$ cat src/rtl/waveforms_pkg.sv
// Shared types and constants for the SSD1306 waveform streamer: FSM states,
// register map, status bit positions and default column glyphs.
package waveforms_pkg;

    typedef enum logic [2:0] {
        ST_IDLE,
        ST_COLUMN,
        ST_SHIFT,
        ST_SEL_CMD,
        ST_DC_RESTORE
    } state_t;

    localparam logic [3:0] ADDR_DATA   = 4'h0;
    localparam logic [3:0] ADDR_SPI    = 4'h1;
    localparam logic [3:0] ADDR_PRESC  = 4'h2;
    localparam logic [3:0] ADDR_CTRL   = 4'h3;
    localparam logic [3:0] ADDR_SEL    = 4'h8;
    localparam logic [3:0] ADDR_STATUS = 4'h0;
    localparam logic [3:0] ADDR_PREV   = 4'h1;

    localparam int STAT_IDLE  = 0;
    localparam int STAT_FULL  = 1;
    localparam int STAT_EMPTY = 2;
    localparam int STAT_OVF   = 3;

    localparam int CTRL_CS      = 0;
    localparam int CTRL_DC      = 1;
    localparam int CTRL_GND     = 2;
    localparam int CTRL_EDGE    = 3;
    localparam int CTRL_CLR_OVF = 4;

    localparam logic [7:0] DEF_HI_GLYPH   = 8'h02;
    localparam logic [7:0] DEF_LO_GLYPH   = 8'h40;
    localparam logic [7:0] DEF_EDGE_GLYPH = 8'h7E;
    localparam logic [7:0] SEL_OPCODE     = 8'hB0;

    // Lower seven column bits for one pixel; bit7 of the column is the gnd line.
    function automatic logic [6:0] column_bits(input logic       pix,
                                               input logic       prev,
                                               input logic       edge_en,
                                               input logic [6:0] hi,
                                               input logic [6:0] lo,
                                               input logic [6:0] edg);
        if (edge_en && (pix != prev)) return edg;
        else if (pix)                 return hi;
        else                          return lo;
    endfunction

endpackage

$ cat src/rtl/waveforms_fifo.sv
// Pixel-byte FIFO, first-word-fall-through; a push on a full FIFO is taken
// only when a pop frees a slot in the same cycle.
module waveforms_fifo #(
    parameter int unsigned DEPTH = 4
) (
    input  logic                     clk,
    input  logic                     rst_n,
    input  logic                     push,
    input  logic [7:0]               push_data,
    input  logic                     pop,
    output logic [7:0]               pop_data,
    output logic                     full,
    output logic                     empty,
    output logic [$clog2(DEPTH):0]   level
);

    localparam int unsigned AW = $clog2(DEPTH);
    localparam logic [AW:0] FULL_LEVEL = DEPTH[AW:0];

    logic [7:0]  mem [DEPTH];
    logic [AW:0] wr_ptr;
    logic [AW:0] rd_ptr;
    logic        do_push;
    logic        do_pop;

    assign level    = wr_ptr - rd_ptr;
    assign full     = (level == FULL_LEVEL);
    assign empty    = (level == '0);
    assign do_pop   = pop && !empty;
    assign do_push  = push && (!full || do_pop);
    assign pop_data = mem[rd_ptr[AW-1:0]];

    always_ff @(posedge clk) begin
        if (!rst_n) begin
            wr_ptr <= '0;
            rd_ptr <= '0;
        end else begin
            if (do_push) wr_ptr <= wr_ptr + 1'b1;
            if (do_pop)  rd_ptr <= rd_ptr + 1'b1;
        end
    end

    // NOTE: storage has no reset; the pointers alone define which entries are valid.
    always_ff @(posedge clk) begin
        if (do_push) mem[wr_ptr[AW-1:0]] <= push_data;
    end

endmodule

$ cat src/rtl/tqvp_waveforms_streamer.sv
// TinyQV peripheral: pixel bytes queued in a FIFO are expanded into SSD1306
// column glyphs and shifted out over SPI; raw bytes and page selects also supported.
module tqvp_waveforms_streamer
    import waveforms_pkg::*;
#(
    parameter int unsigned PRESC_W    = 4,
    parameter int unsigned FIFO_DEPTH = 4,
    parameter bit          CPOL       = 1'b0,
    parameter logic [7:0]  HI_GLYPH   = DEF_HI_GLYPH,
    parameter logic [7:0]  LO_GLYPH   = DEF_LO_GLYPH,
    parameter logic [7:0]  EDGE_GLYPH = DEF_EDGE_GLYPH
) (
    input  logic       clk,
    input  logic       rst_n,
    input  logic [7:0] ui_in,
    output logic [7:0] uo_out,
    input  logic [3:0] address,
    input  logic       data_write,
    input  logic [7:0] data_in,
    output logic [7:0] data_out
);

    localparam int unsigned LVL_W = $clog2(FIFO_DEPTH) + 1;

    state_t             state;
    state_t             cont;
    logic [PRESC_W-1:0] presc;
    logic [PRESC_W-1:0] div_cnt;
    logic [3:0]         half_cnt;
    logic [3:0]         cnt_px;
    logic [7:0]         tx;
    logic [7:0]         bfr;
    logic sck, mosi, dc, gnd, edge_en, cs_reg, overflow, prev_bit;

    logic             fifo_push, fifo_pop, fifo_full, fifo_empty;
    logic [7:0]       fifo_data;
    logic [LVL_W-1:0] fifo_level;

    logic wr_data, wr_spi, wr_presc, wr_ctrl, wr_sel;
    logic engine_idle, spi_go, sel_go, ovf_set, half_end, shift_next, cs_n;
    logic [6:0] glyph;
    logic [4:0] lvl_ext;
    logic [3:0] lvl_sat;
    logic       unused_ui;

    assign unused_ui = &{1'b0, ui_in};

    assign wr_data  = data_write && (address == ADDR_DATA);
    assign wr_spi   = data_write && (address == ADDR_SPI);
    assign wr_presc = data_write && (address == ADDR_PRESC);
    assign wr_ctrl  = data_write && (address == ADDR_CTRL);
    assign wr_sel   = data_write && (address == ADDR_SEL);

    assign engine_idle = (state == ST_IDLE) && fifo_empty;
    assign spi_go      = wr_spi && engine_idle;
    assign sel_go      = wr_sel && engine_idle;
    assign fifo_push   = wr_data;
    assign fifo_pop    = (state == ST_IDLE) && !fifo_empty;
    assign ovf_set     = (wr_data && fifo_full && !fifo_pop)
                       || ((wr_spi || wr_sel) && !engine_idle);
    assign half_end    = (div_cnt == '0);

    // Every path that lands in SHIFT next cycle, so cs_n falls ahead of the first half-bit.
    assign shift_next = (state == ST_IDLE   && spi_go)
                     || (state == ST_COLUMN  && cnt_px != 4'd0)
                     || (state == ST_SEL_CMD && half_end);
    assign cs_n = cs_reg && (state != ST_SHIFT) && !shift_next;

    assign glyph = column_bits(bfr[7], prev_bit, edge_en,
                               HI_GLYPH[6:0], LO_GLYPH[6:0], EDGE_GLYPH[6:0]);

    waveforms_fifo #(.DEPTH(FIFO_DEPTH)) u_fifo (
        .clk       (clk),
        .rst_n     (rst_n),
        .push      (fifo_push),
        .push_data (data_in),
        .pop       (fifo_pop),
        .pop_data  (fifo_data),
        .full      (fifo_full),
        .empty     (fifo_empty),
        .level     (fifo_level)
    );

    // NOTE: all state below uses non-blocking assignments so every branch sees pre-edge values.
    always_ff @(posedge clk) begin
        if (!rst_n) begin
            state    <= ST_IDLE;
            cont     <= ST_IDLE;
            presc    <= PRESC_W'(4);
            div_cnt  <= '0;
            half_cnt <= '0;
            cnt_px   <= '0;
            tx       <= '0;
            bfr      <= '0;
            sck      <= CPOL;
            mosi     <= 1'b0;
            dc       <= 1'b0;
            gnd      <= 1'b0;
            edge_en  <= 1'b0;
            cs_reg   <= 1'b1;
            overflow <= 1'b0;
            prev_bit <= 1'b0;
        end else begin
            if (ovf_set)  overflow <= 1'b1;
            if (wr_presc) presc    <= data_in[PRESC_W-1:0];
            if (wr_ctrl) begin
                cs_reg  <= data_in[CTRL_CS];
                dc      <= data_in[CTRL_DC];
                gnd     <= data_in[CTRL_GND];
                edge_en <= data_in[CTRL_EDGE];
                if (data_in[CTRL_CLR_OVF]) overflow <= 1'b0;
            end

            case (state)
                ST_IDLE: begin
                    sck <= CPOL;
                    if (spi_go) begin
                        tx       <= data_in;
                        mosi     <= data_in[7];
                        div_cnt  <= presc;
                        half_cnt <= '0;
                        cont     <= ST_IDLE;
                        state    <= ST_SHIFT;
                    end else if (sel_go) begin
                        tx       <= SEL_OPCODE | {5'b0, data_in[2:0]};
                        dc       <= 1'b0;
                        prev_bit <= 1'b0;
                        div_cnt  <= presc;
                        state    <= ST_SEL_CMD;
                    end else if (!fifo_empty) begin
                        bfr    <= fifo_data;
                        cnt_px <= 4'd8;
                        state  <= ST_COLUMN;
                    end
                end

                ST_COLUMN: begin
                    if (cnt_px == 4'd0) begin
                        state <= ST_IDLE;
                    end else begin
                        tx       <= {gnd, glyph};
                        mosi     <= gnd;
                        prev_bit <= bfr[7];
                        bfr      <= {bfr[6:0], 1'b0};
                        cnt_px   <= cnt_px - 4'd1;
                        div_cnt  <= presc;
                        half_cnt <= '0;
                        cont     <= ST_COLUMN;
                        state    <= ST_SHIFT;
                    end
                end

                ST_SHIFT: begin
                    if (half_end) begin
                        div_cnt  <= presc;
                        half_cnt <= half_cnt + 4'd1;
                        sck      <= ~sck;
                        // Odd half-bits end on the trailing edge: present the next bit.
                        if (half_cnt[0]) begin
                            tx   <= {tx[6:0], 1'b0};
                            mosi <= tx[6];
                        end
                        if (half_cnt == 4'd15) begin
                            sck   <= CPOL;
                            state <= cont;
                        end
                    end else begin
                        div_cnt <= div_cnt - 1'b1;
                    end
                end

                ST_SEL_CMD: begin
                    dc <= 1'b0;
                    if (half_end) begin
                        mosi     <= tx[7];
                        div_cnt  <= presc;
                        half_cnt <= '0;
                        cont     <= ST_DC_RESTORE;
                        state    <= ST_SHIFT;
                    end else begin
                        div_cnt <= div_cnt - 1'b1;
                    end
                end

                ST_DC_RESTORE: begin
                    dc    <= 1'b1;
                    state <= ST_IDLE;
                end

                default: state <= ST_IDLE;
            endcase
        end
    end

    assign lvl_ext = 5'(fifo_level);
    assign lvl_sat = lvl_ext[4] ? 4'hF : lvl_ext[3:0];

    // NOTE: data_out gets a default before the case so no read path infers a latch.
    always_comb begin
        data_out = 8'h00;
        case (address)
            ADDR_STATUS: data_out = {lvl_sat, overflow, fifo_empty, fifo_full, engine_idle};
            ADDR_PREV:   data_out = {7'b0, prev_bit};
            default:     data_out = 8'h00;
        endcase
    end

    assign uo_out = {3'b000, dc, cs_n, mosi, sck, 1'b0};

endmodule

$ cat config.mk
export PLATFORM = sky130hd
export DESIGN_NAME = tqvp_waveforms_streamer
export DESIGN_NICKNAME = d
export VERILOG_FILES = /design/src/rtl/waveforms_pkg.sv /design/src/rtl/waveforms_fifo.sv /design/src/rtl/tqvp_waveforms_streamer.sv
export SDC_FILE = /design/constraint.sdc
export NUM_CORES = 1
export LEC_CHECK = 0
export ABC_CLOCK_PERIOD_IN_PS = 3170
export CORE_UTILIZATION = 23
export CTS_CLUSTER_SIZE = 16
export DETAILED_ROUTE_END_ITERATION = 6
export PLACE_DENSITY_LB_ADDON = 0.08
export SYNTH_ARGS = -nofsm -noshare
export SYNTH_HDL_FRONTEND = slang
export SYNTH_SLANG_ARGS = --single-unit
$ cat constraint.sdc
create_clock -name clk -period 3.17 [get_ports clk]
set_input_delay 0.317 -clock clk [delete_from_list [all_inputs] [get_ports clk]]
set_output_delay 0.317 -clock clk [all_outputs]
set_load 0.1 [all_outputs]
==> reports/metrics.csv, run 1 <==
metric,value,unit
status,"finished, final reports clean",
cts-htree-levels,3,
critical_path.slowest_cell,fa_1,
hold_class,reg -> reg,
clock_sinks,85,
antenna_left,0,
hold_violations,0,
fp.dieH,138,um
r2r_slack,0.47,ns
regToRegEndpoint,cnt_px[1]$_SDFFE_PN0P_,
hold_start,mosi$_SDFFE_PN0P_,
place_congestion,0.725,
cp_common_cell,inv_1,
fmax,336,MHz
vias_per_cell,4.62,
antenna_found_initial,0,
synthToLayoutAreaGrowth,21.4,%
ys_warn_count,0,
power.total,4.67,mW
rr_worst_depth,10,
port-buffer-count,25,
final_cell_count_no_fill,669,
p_seq_frac,0.320,
cts.hold.buffers_added,0,
synthesis.area,0.00424,sq mm
setup_violations,0,
vdd_ir_drop_max,287,uV
crit_type,reg -> out,
crit_path_end_kind,primary output,
min_to,mosi$_SDFFE_PN0P_,
dp_cells,653,
finalMaxSlewViolations,0,
setup.worst_path.start_class,flop,
drt-total-wl,11600,um
synth_edf_count,32,
coreArea,0.0180,sq mm
register_area,0.00202,sq mm
rr_startpoint,u_fifo.wr_ptr[0]$_SDFFE_PN0P_,
combinationalPowerShare,0.446,
cts_buffers,9,
multi_input_area,0.00205,sq mm
cts_tree,yes,
path_max_fanout,4,
cts_buffer_depth,2,
num_vias,3091,
die_x,138,um
diodes,0,
grt_overflow_total,0,
rsz0062_at_grt,no,
hold_path_depth,2,
cp_cell_sequence,inv_1 -> ha_1 -> inv_1 -> fa_1 -> nor4bb_2 -> and4_2 -> nor2_1 -> and4_1 -> buf_12,
ys_ff_latch,85,
timing.final.crit_period,2.97,ns
nets,468,
avgRoutedWirePerCell,17.4,um
powerDensity,906,mW/mm^2
grt_max_degree,38,
arrival,2.66,ns
clockPowerShare,0.234,
fin_crit_sh,0.938,
dpl.hpwl,8440,um
p_leak,1.83,nW
place_area,0.00484,sq mm
cp_data_required_time,2.85,ns
rows,49,
sw_frac_of_total,0.411,
synthDistinctLibCells,71,
max_stage_delay,0.47,ns
drive_gt1_frac,0.164,
max_slew_margin,0.340,
n_fill_cell,1912,
dr.pass1.iters,4,
syn_area_per_cell,10.4,sq um
grt_pass1_wl,18300,um
drc,0,
synthArstFlopShare,0,
synth_ff_type,dfxtp_1,
die-area,0.0190,sq mm
syn_inst,407,
fin_area,0.00515,sq mm
io-pin-count,39,
clock_latency,0.35,ns
internal_power,2.75,mW
cts_root_buf,clkbuf_16,
p_sw,1.92,mW
grt_usage,0.135,
drt_iter0_markers,155,
skew,0.00511,ns
clkTransAtPathRegs,0.07,ns
tightest_slew,0.987,ns
tns,0,ns
cap_violations,0,
grt_pass1_vias,3067,
initial_core_util,0.235,
yosysSeqAreaShare,0.477,
largest_reg_flops,32,
routing by layer:
layer | global-route usage | routed length (um)
met5 | 0 | 0
met4 | 0.0574 | 199
met3 | 0.0254 | 361
met2 | 0.202 | 5200
met1 | 0.187 | 5850
cell usage after synthesis, drive strengths merged, types with 2 or more instances:
| cell type | number | share of area |
|---|---|---|
| dfxtp | 53 | 0.25 |
| xor2 | 5 | 0.010 |
| and2 | 8 | 0.012 |
| buf | 15 | 0.024 |
| nor3b | 6 | 0.012 |
| or4 | 2 | 0.0035 |
| nand2b | 4 | 0.0059 |
| a221oi | 2 | 0.0056 |
| a21o | 2 | 0.0035 |
| o22ai | 4 | 0.0059 |
| mux2 | 2 | 0.0053 |
| mux4 | 8 | 0.042 |
| clkbuf | 14 | 0.012 |
| ha | 9 | 0.027 |
| edfxtp | 32 | 0.23 |
| nand2 | 31 | 0.027 |
| inv | 16 | 0.014 |
| a2bb2oi | 3 | 0.0062 |
| and4 | 2 | 0.0041 |
| a311oi | 3 | 0.0062 |
| a22oi | 2 | 0.0035 |
| mux2i | 14 | 0.033 |
| xnor2 | 4 | 0.0083 |
| nor4 | 4 | 0.0059 |
| o21ai | 15 | 0.018 |
| or3 | 3 | 0.0056 |
| and3 | 2 | 0.0029 |
| a21oi | 17 | 0.022 |
| a31oi | 2 | 0.0029 |
| nor2b | 6 | 0.0088 |
| or3b | 3 | 0.0062 |
| o211ai | 5 | 0.0088 |
| a211oi | 15 | 0.032 |
| nor2 | 48 | 0.044 |
| nor3 | 13 | 0.018 |
| nand3 | 10 | 0.012 |
through the flow:
stage / worst slack [ns] / utilization / hold slack (ns)
floorplan: -0.714 / - / 0.416
CTS: 0.0556 / 0.285 / 0.454
global route: 0.00727 / 0.286 / 0.484
detailed placement: 0.414 / 0.268 / 0.444
global placement: 0.418 / 0.268 / 0.439
finish: 0.197 / 0.286 / 0.467
layout by cell type (no fill, tap or decap), types with 3 or more instances in the layout:
master | Yosys | final
mux2i_1 | 14 | 14
nor4_1 | 4 | 4
nor2b_1 | 6 | 6
a21oi_1 | 15 | 15
a211oi_1 | 12 | 12
nor3b_1 | 5 | 4
nand3_1 | 10 | 10
nor2_1 | 46 | 46
edfxtp_1 | 32 | 32
a311oi_1 | 3 | 3
dfxtp_1 | 53 | 53
conb_1 | 1 | 5
a2bb2oi_1 | 3 | 3
ha_1 | 9 | 9
mux4_2 | 8 | 8
o22ai_1 | 4 | 4
clkdlybuf4s50_1 | 0 | 17
nand2b_1 | 4 | 4
xor2_1 | 5 | 5
buf_12 | 0 | 6
inv_1 | 16 | 16
clkbuf_16 | 0 | 9
and2_1 | 8 | 8
o21ai_0 | 14 | 13
buf_4 | 11 | 19
o211ai_1 | 5 | 5
nor3_1 | 11 | 11
xnor2_1 | 4 | 4
nand2_1 | 31 | 31
worst max-delay path, delay by kind of cell, from the launching register on:
kind	cells	cell delay [ns]
buffers and inverters	3	0.33
DFF	1	0.39
adders and majority gates	2	0.65
and+or+nand+nor	4	0.94
worst max-delay path by stage:
stage                                        from                         end  slack [ns]  cells after the start
detailed placement                     address[1]  u_fifo.mem[0][1]$_DFFE_PP_        0.41                      4
global placement                       address[1]  u_fifo.mem[0][4]$_DFFE_PP_        0.42                      4
finish              u_fifo.wr_ptr[0]$_SDFFE_PN0P_                   uo_out[3]        0.20                      9
CTS                 u_fifo.wr_ptr[0]$_SDFFE_PN0P_                 data_out[0]        0.06                      9
floorplan           u_fifo.wr_ptr[0]$_SDFFE_PN0P_                 data_out[1]       -0.71                      7
global route        u_fifo.wr_ptr[0]$_SDFFE_PN0P_                   uo_out[3]       0.007                      9
cell type report:
cell class                      count  share of cell area
Multi-Input combinational cell    281               0.398
Sequential cell                    85               0.392
Timing Repair Buffer               42              0.0840
Tap cell                          229              0.0556
Clock buffer                       10              0.0444
Clock inverter                      6              0.0138
Inverter                           16              0.0117
power by group through the flow:
| stage | combinational, mW | clock, mW | sequential (mW) |
|---|---|---|---|
| 5_1_grt | 2.28 | 1.17 | 1.53 |
| 3_3_place_gp | 2.07 | 0 | 1.52 |
| 3_5_place_dp | 2.09 | 0 | 1.52 |
| 4_1_cts | 2.09 | 1.13 | 1.50 |
| 2_1_floorplan | 1.61 | 0 | 1.41 |
| 6_report | 2.08 | 1.09 | 1.49 |
cell families after synthesis:
logic type	count (synthesis)	synth area share
AO/OA/AOI/OAI	81	0.147
adder cells (fa/ha/maj)	10	0.0313
flip-flops	85	0.477
other	1	0.000884
buffers and inverters	45	0.0501
XOR/XNOR	11	0.0301
AND/OR/NAND/NOR	150	0.183
multiplexers	24	0.0808
what timing repair did:
item	4_1_cts	5_1_grt
gates resized for setup	0	4
endpoints found under the setup margin	0	2
hold endpoints to repair	0	0
setup buffers	0	0
No activity file was read; power rests on OpenSTA's default activity.
==> run 2, diff against run 1 <==
--- a/config.mk
+++ b/config.mk
@@ -9,7 +9,7 @@
 export CORE_UTILIZATION = 23
 export CTS_CLUSTER_SIZE = 16
 export DETAILED_ROUTE_END_ITERATION = 6
-export PLACE_DENSITY_LB_ADDON = 0.08
+export PLACE_DENSITY = 0.35
 export SYNTH_ARGS = -nofsm -noshare
 export SYNTH_HDL_FRONTEND = slang
 export SYNTH_SLANG_ARGS = --single-unit
==> run 2 against run 1 <==
  * Global-route usage about the same
  * First-iteration DRC count grew 4.5%
  * Combinational power barely moved
  * Fmax down 1.8%
  * Cell count rose by 0.90%
  * Power shrank 0.88%
  * Sequential cell count unchanged
  * Worst hold slack got worse by 0.0077 ns
  * Critical endpoint unchanged
==> reports/metrics.csv, run 2 (same netlist as run 1, synthesis figures left out) <==
metric,value,unit
rr_worst_depth,10,
clock_latency,0.35,ns
cts_buffer_depth,2,
dr.pass1.iters,4,
rows,49,
coreArea,0.0180,sq mm
avgRoutedWirePerCell,17.2,um
arrival,2.71,ns
skew,0.0101,ns
setup.worst_path.start_class,flop,
place_ws,0.446,ns
hold_path_depth,2,
port-buffer-count,25,
drt_iter0_markers,162,
crit_path_end_kind,primary output,
grt_max_degree,20,
vias_per_cell,4.64,
multi_input_area,0.00204,sq mm
largest_reg_flops,32,
place_congestion,0.748,
cap_violations,0,
setup_violations,0,
hold_violations,0,
crit_type,reg -> out,
vdd_ir_drop_max,273,uV
hold_class,reg -> reg,
synthToLayoutAreaGrowth,21.9,%
final_common_cell,dfxtp_1,
r2r_slack,0.50,ns
cts_root_buf,clkbuf_16,
cts_buffers,9,
max_slew_margin,0.350,
regToRegEndpoint,u_fifo.wr_ptr[2]$_SDFFE_PN0P_,
cp_data_required_time,2.85,ns
initial_core_util,0.235,
die-area,0.0190,sq mm
power.total,4.62,mW
cts-htree-levels,3,
status,"finished, final reports clean",
antenna_left,0,
fmax,330,MHz
setup_ws,0.144,ns
hold_start,cont[2]$_SDFFE_PN0P_,
die_x,138,um
clock_sinks,85,
rr_startpoint,u_fifo.wr_ptr[0]$_SDFFE_PN0P_,
num_vias,3130,
io-pin-count,39,
powerDensity,894,mW/mm^2
diodes,0,
grt_overflow_total,0,
grt_pass1_wl,18300,um
drive_gt1_frac,0.173,
register_area,0.00202,sq mm
antenna_found_initial,0,
final_util,0.287,
tightest_slew,0.972,ns
cts_tree,yes,
nets,474,
min_to,state[2]$_SDFFE_PN0P_,
finalMaxSlewViolations,0,
tns,0,ns
drt-total-wl,11600,um
fp.dieH,138,um
drc,0,
p_leak,1.85,nW
n_fill_cell,1906,
path_max_fanout,4,
dpl.hpwl,8310,um
grt_pass1_vias,3105,
timing.final.crit_period,3.03,ns
fin_crit_sh,0.955,
final_cell_mix,"53 x dfxtp_1, 46 x nor2_1, 32 x edfxtp_1",
clkTransAtPathRegs,0.07,ns
grt_usage,0.135,
==> run 2: changes by cell type in the layout (fill, tap and decap cells not counted), sizes merged <==
cell / previous run / this run
bufinv: 1 / 0
buf: 25 / 31
inv: 18 / 20
clkbuf: 10 / 9
==> run 2: worst max-delay path by stage <==
stage	startpoint	endpoint	slack [ns]	depth (start not counted)
final	u_fifo.wr_ptr[0]$_SDFFE_PN0P_	uo_out[3]	0.14	9
after global routing	u_fifo.wr_ptr[0]$_SDFFE_PN0P_	uo_out[3]	-0.02	9
after CTS	u_fifo.wr_ptr[0]$_SDFFE_PN0P_	data_out[0]	0.04	9
after detailed placement	address[1]	u_fifo.wr_ptr[2]$_SDFFE_PN0P_	0.45	6
after global placement	address[1]	u_fifo.mem[3][5]$_DFFE_PP_	0.44	4
after floorplan	u_fifo.wr_ptr[0]$_SDFFE_PN0P_	data_out[1]	-0.71	7
==> run 2: critical path, cell delays in order, from the launching register on <==
cell	delay, ns
dfxtp_1	0.39
inv_1	0.10
ha_1	0.18
inv_1	0.06
fa_1	0.47
nor4bb_1	0.35
and4_2	0.33
nor2_1	0.08
and4_1	0.21
buf_12	0.17
==> run 2: stage by stage <==
step | instance area [sq um] | hold WS, ns | cells
final | 5170 | 0.459 | 675
after global routing | 5170 | 0.484 | 675
after CTS | 5150 | 0.462 | 673
after detailed placement | 4870 | 0.445 | 657
after global placement | 4870 | 0.447 | 657
after floorplan | 4260 | 0.416 | 411
==> run 2: final cells by class <==
type / instances / area share
Multi-Input combinational cell: 281 / 0.395
Clock buffer: 9 / 0.0435
Sequential cell: 85 / 0.391
Clock inverter: 7 / 0.0109
Tap cell: 229 / 0.0554
Timing Repair Buffer: 48 / 0.0924
Inverter: 16 / 0.0116
==> run 2: layer usage <==
layer | routed length, um | track usage
met5 | 0 | 0
met4 | 204 | 0.0604
met3 | 449 | 0.0287
met2 | 5120 | 0.197
met1 | 5820 | 0.189
==> run 2: power by group <==
group	leakage [nW]	total (mW)	switching [mW]	internal (mW)
Sequential	0.721	1.50	0.196	1.30
Clock	0.138	1.03	0.484	0.544
Combinational	0.992	2.10	1.23	0.865
==> run 2: what timing repair did <==
item                       CTS  global route
setup endpoints to repair    0             2
hold buffers                 0             0
setup buffers                0             2
gates resized for setup      0             3
==> run 3, diff against run 2 <==
--- a/config.mk
+++ b/config.mk
@@ -9,7 +9,7 @@
 export CORE_UTILIZATION = 23
 export CTS_CLUSTER_SIZE = 16
 export DETAILED_ROUTE_END_ITERATION = 6
-export PLACE_DENSITY = 0.35
+export PLACE_DENSITY = 0.4
 export SYNTH_ARGS = -nofsm -noshare
 export SYNTH_HDL_FRONTEND = slang
 export SYNTH_SLANG_ARGS = --single-unit
==> run 3 against run 2 <==
  * Die area is the same
  * Non-clock buffer count shrank 6
  * Clock-buffer cell count grew 2
  * Cell count shrank 0.89%
  * Worst setup slack gained 0.015 ns
  * Register-to-register slack lost 0.21 ns
  * Highest routed layer unchanged
==> reports/metrics.csv, run 3 (same netlist as run 1, synthesis figures left out) <==
metric,value,unit
dpl.hpwl,7720,um
p_leak,1.87,nW
cts_buffer_depth,2,
clkTransAtPathRegs,0.07,ns
vdd_ir_drop_max,332,uV
final_cell_mix,"53 x dfxtp_1, 46 x nor2_1, 32 x edfxtp_1",
fmax,332,MHz
clock_sinks,85,
die_x,138,um
tightest_slew,1.17,ns
clock_latency,0.36,ns
skew,0.00769,ns
cts_tree,yes,
num_vias,3111,
grt_pass1_vias,2930,
drc,0,
hold_violations,0,
cp_top_family,simple AND/OR/NAND/NOR gates,
max_slew_margin,0.220,
cp_common_cell,inv_1,
hold-worst-slack,0.457,ns
cp_cell_sequence,inv_1 -> ha_1 -> inv_1 -> fa_1 -> nor4bb_2 -> and4_2 -> nor2_1 -> and4_1 -> buf_12,
place_ws,0.291,ns
fin_crit_sh,0.950,
cts.hold.buffers_added,0,
powerDensity,923,mW/mm^2
tns,0,ns
initial_core_util,0.235,
die-area,0.0190,sq mm
cp_data_required_time,2.85,ns
grt_overflow_total,0,
synthToLayoutAreaGrowth,23.0,%
grt_pass1_wl,16900,um
avgRoutedWirePerCell,16.4,um
crit_type,reg -> out,
cap_violations,0,
path_max_fanout,4,
nets,468,
fin_area,0.00522,sq mm
place_congestion,0.790,
crit_path_end_kind,primary output,
port-buffer-count,25,
coreArea,0.0180,sq mm
drt-total-wl,11000,um
setup_violations,0,
grt_max_degree,28,
diodes,0,
final_util,0.290,
drt_iter0_markers,143,
dr.pass1.iters,4,
status,"finished, final reports clean",
setup_ws,0.159,ns
antenna_found_initial,0,
io-pin-count,39,
fp.dieH,138,um
largest_reg_flops,32,
finalMaxSlewViolations,0,
hold_class,reg -> reg,
cts-htree-levels,3,
cts_root_buf,clkbuf_16,
max_stage_delay,0.47,ns
final_common_cell,dfxtp_1,
critical_path.slowest_cell,fa_1,
drive_gt1_frac,0.166,
timing.final.crit_period,3.01,ns
n_fill_cell,1894,
antenna_left,0,
setup.worst_path.start_class,flop,
cts_buffers,9,
crit_buf_inv,3,
grt_usage,0.124,
vias_per_cell,4.65,
arrival,2.69,ns
rows,49,
place_area,0.00483,sq mm
## run 3: final cells by class
class,instances,area (sq um),area share
multi-input combinational,281,2050,0.393
tap,229,287,0.0549
clock buffer,11,275,0.0527
timing repair buffer,42,433,0.0830
clock inverter,5,91.3,0.0175
inverter,16,60.1,0.0115
sequential,85,2020,0.387
## run 3: final timing paths
kind / startpoint / endpoint / slack, ns / cells past startpoint
min: cont[2]$_SDFFE_PN0P_ / state[2]$_SDFFE_PN0P_ / 0.46 / 2
max reg2reg: u_fifo.wr_ptr[0]$_SDFFE_PN0P_ / u_fifo.wr_ptr[2]$_SDFFE_PN0P_ / 0.29 / 9
max: u_fifo.wr_ptr[0]$_SDFFE_PN0P_ / uo_out[3] / 0.16 / 9
min reg2reg: cont[2]$_SDFFE_PN0P_ / state[2]$_SDFFE_PN0P_ / 0.46 / 2
## run 3: power breakdown
group	internal, mW	switching (mW)
Combinational	0.830	1.24
Sequential	1.30	0.166
Clock	0.800	0.481
## run 3: repair_timing
item / in CTS / in global routing
setup endpoints to repair: 0 / 2
gates resized for setup: 0 / 4
buffers inserted: 0 / 1
## run 3: worst min-delay path, cell delays in order, from the launching register on
cell and delay, ns:
dfxtp_1 0.32, nand3_1 0.07, nor2_1 0.03
## run 3: routing by layer
layer	share of wire	track usage	wire (um)	vias up
met1	0.51	0.175	5600	1517
met5	0	0	0	-
li1	-	-	-	1529
met3	0.026	0.0224	286	11
met2	0.44	0.182	4870	54
met4	0.019	0.0543	210	0
## run 3: metrics by stage
stage	total power, mW	cells
after floorplan	3.02	411
after global placement	3.54	652
after detailed placement	3.55	652
after CTS	4.84	668
after global routing	5.12	669
final	4.82	669
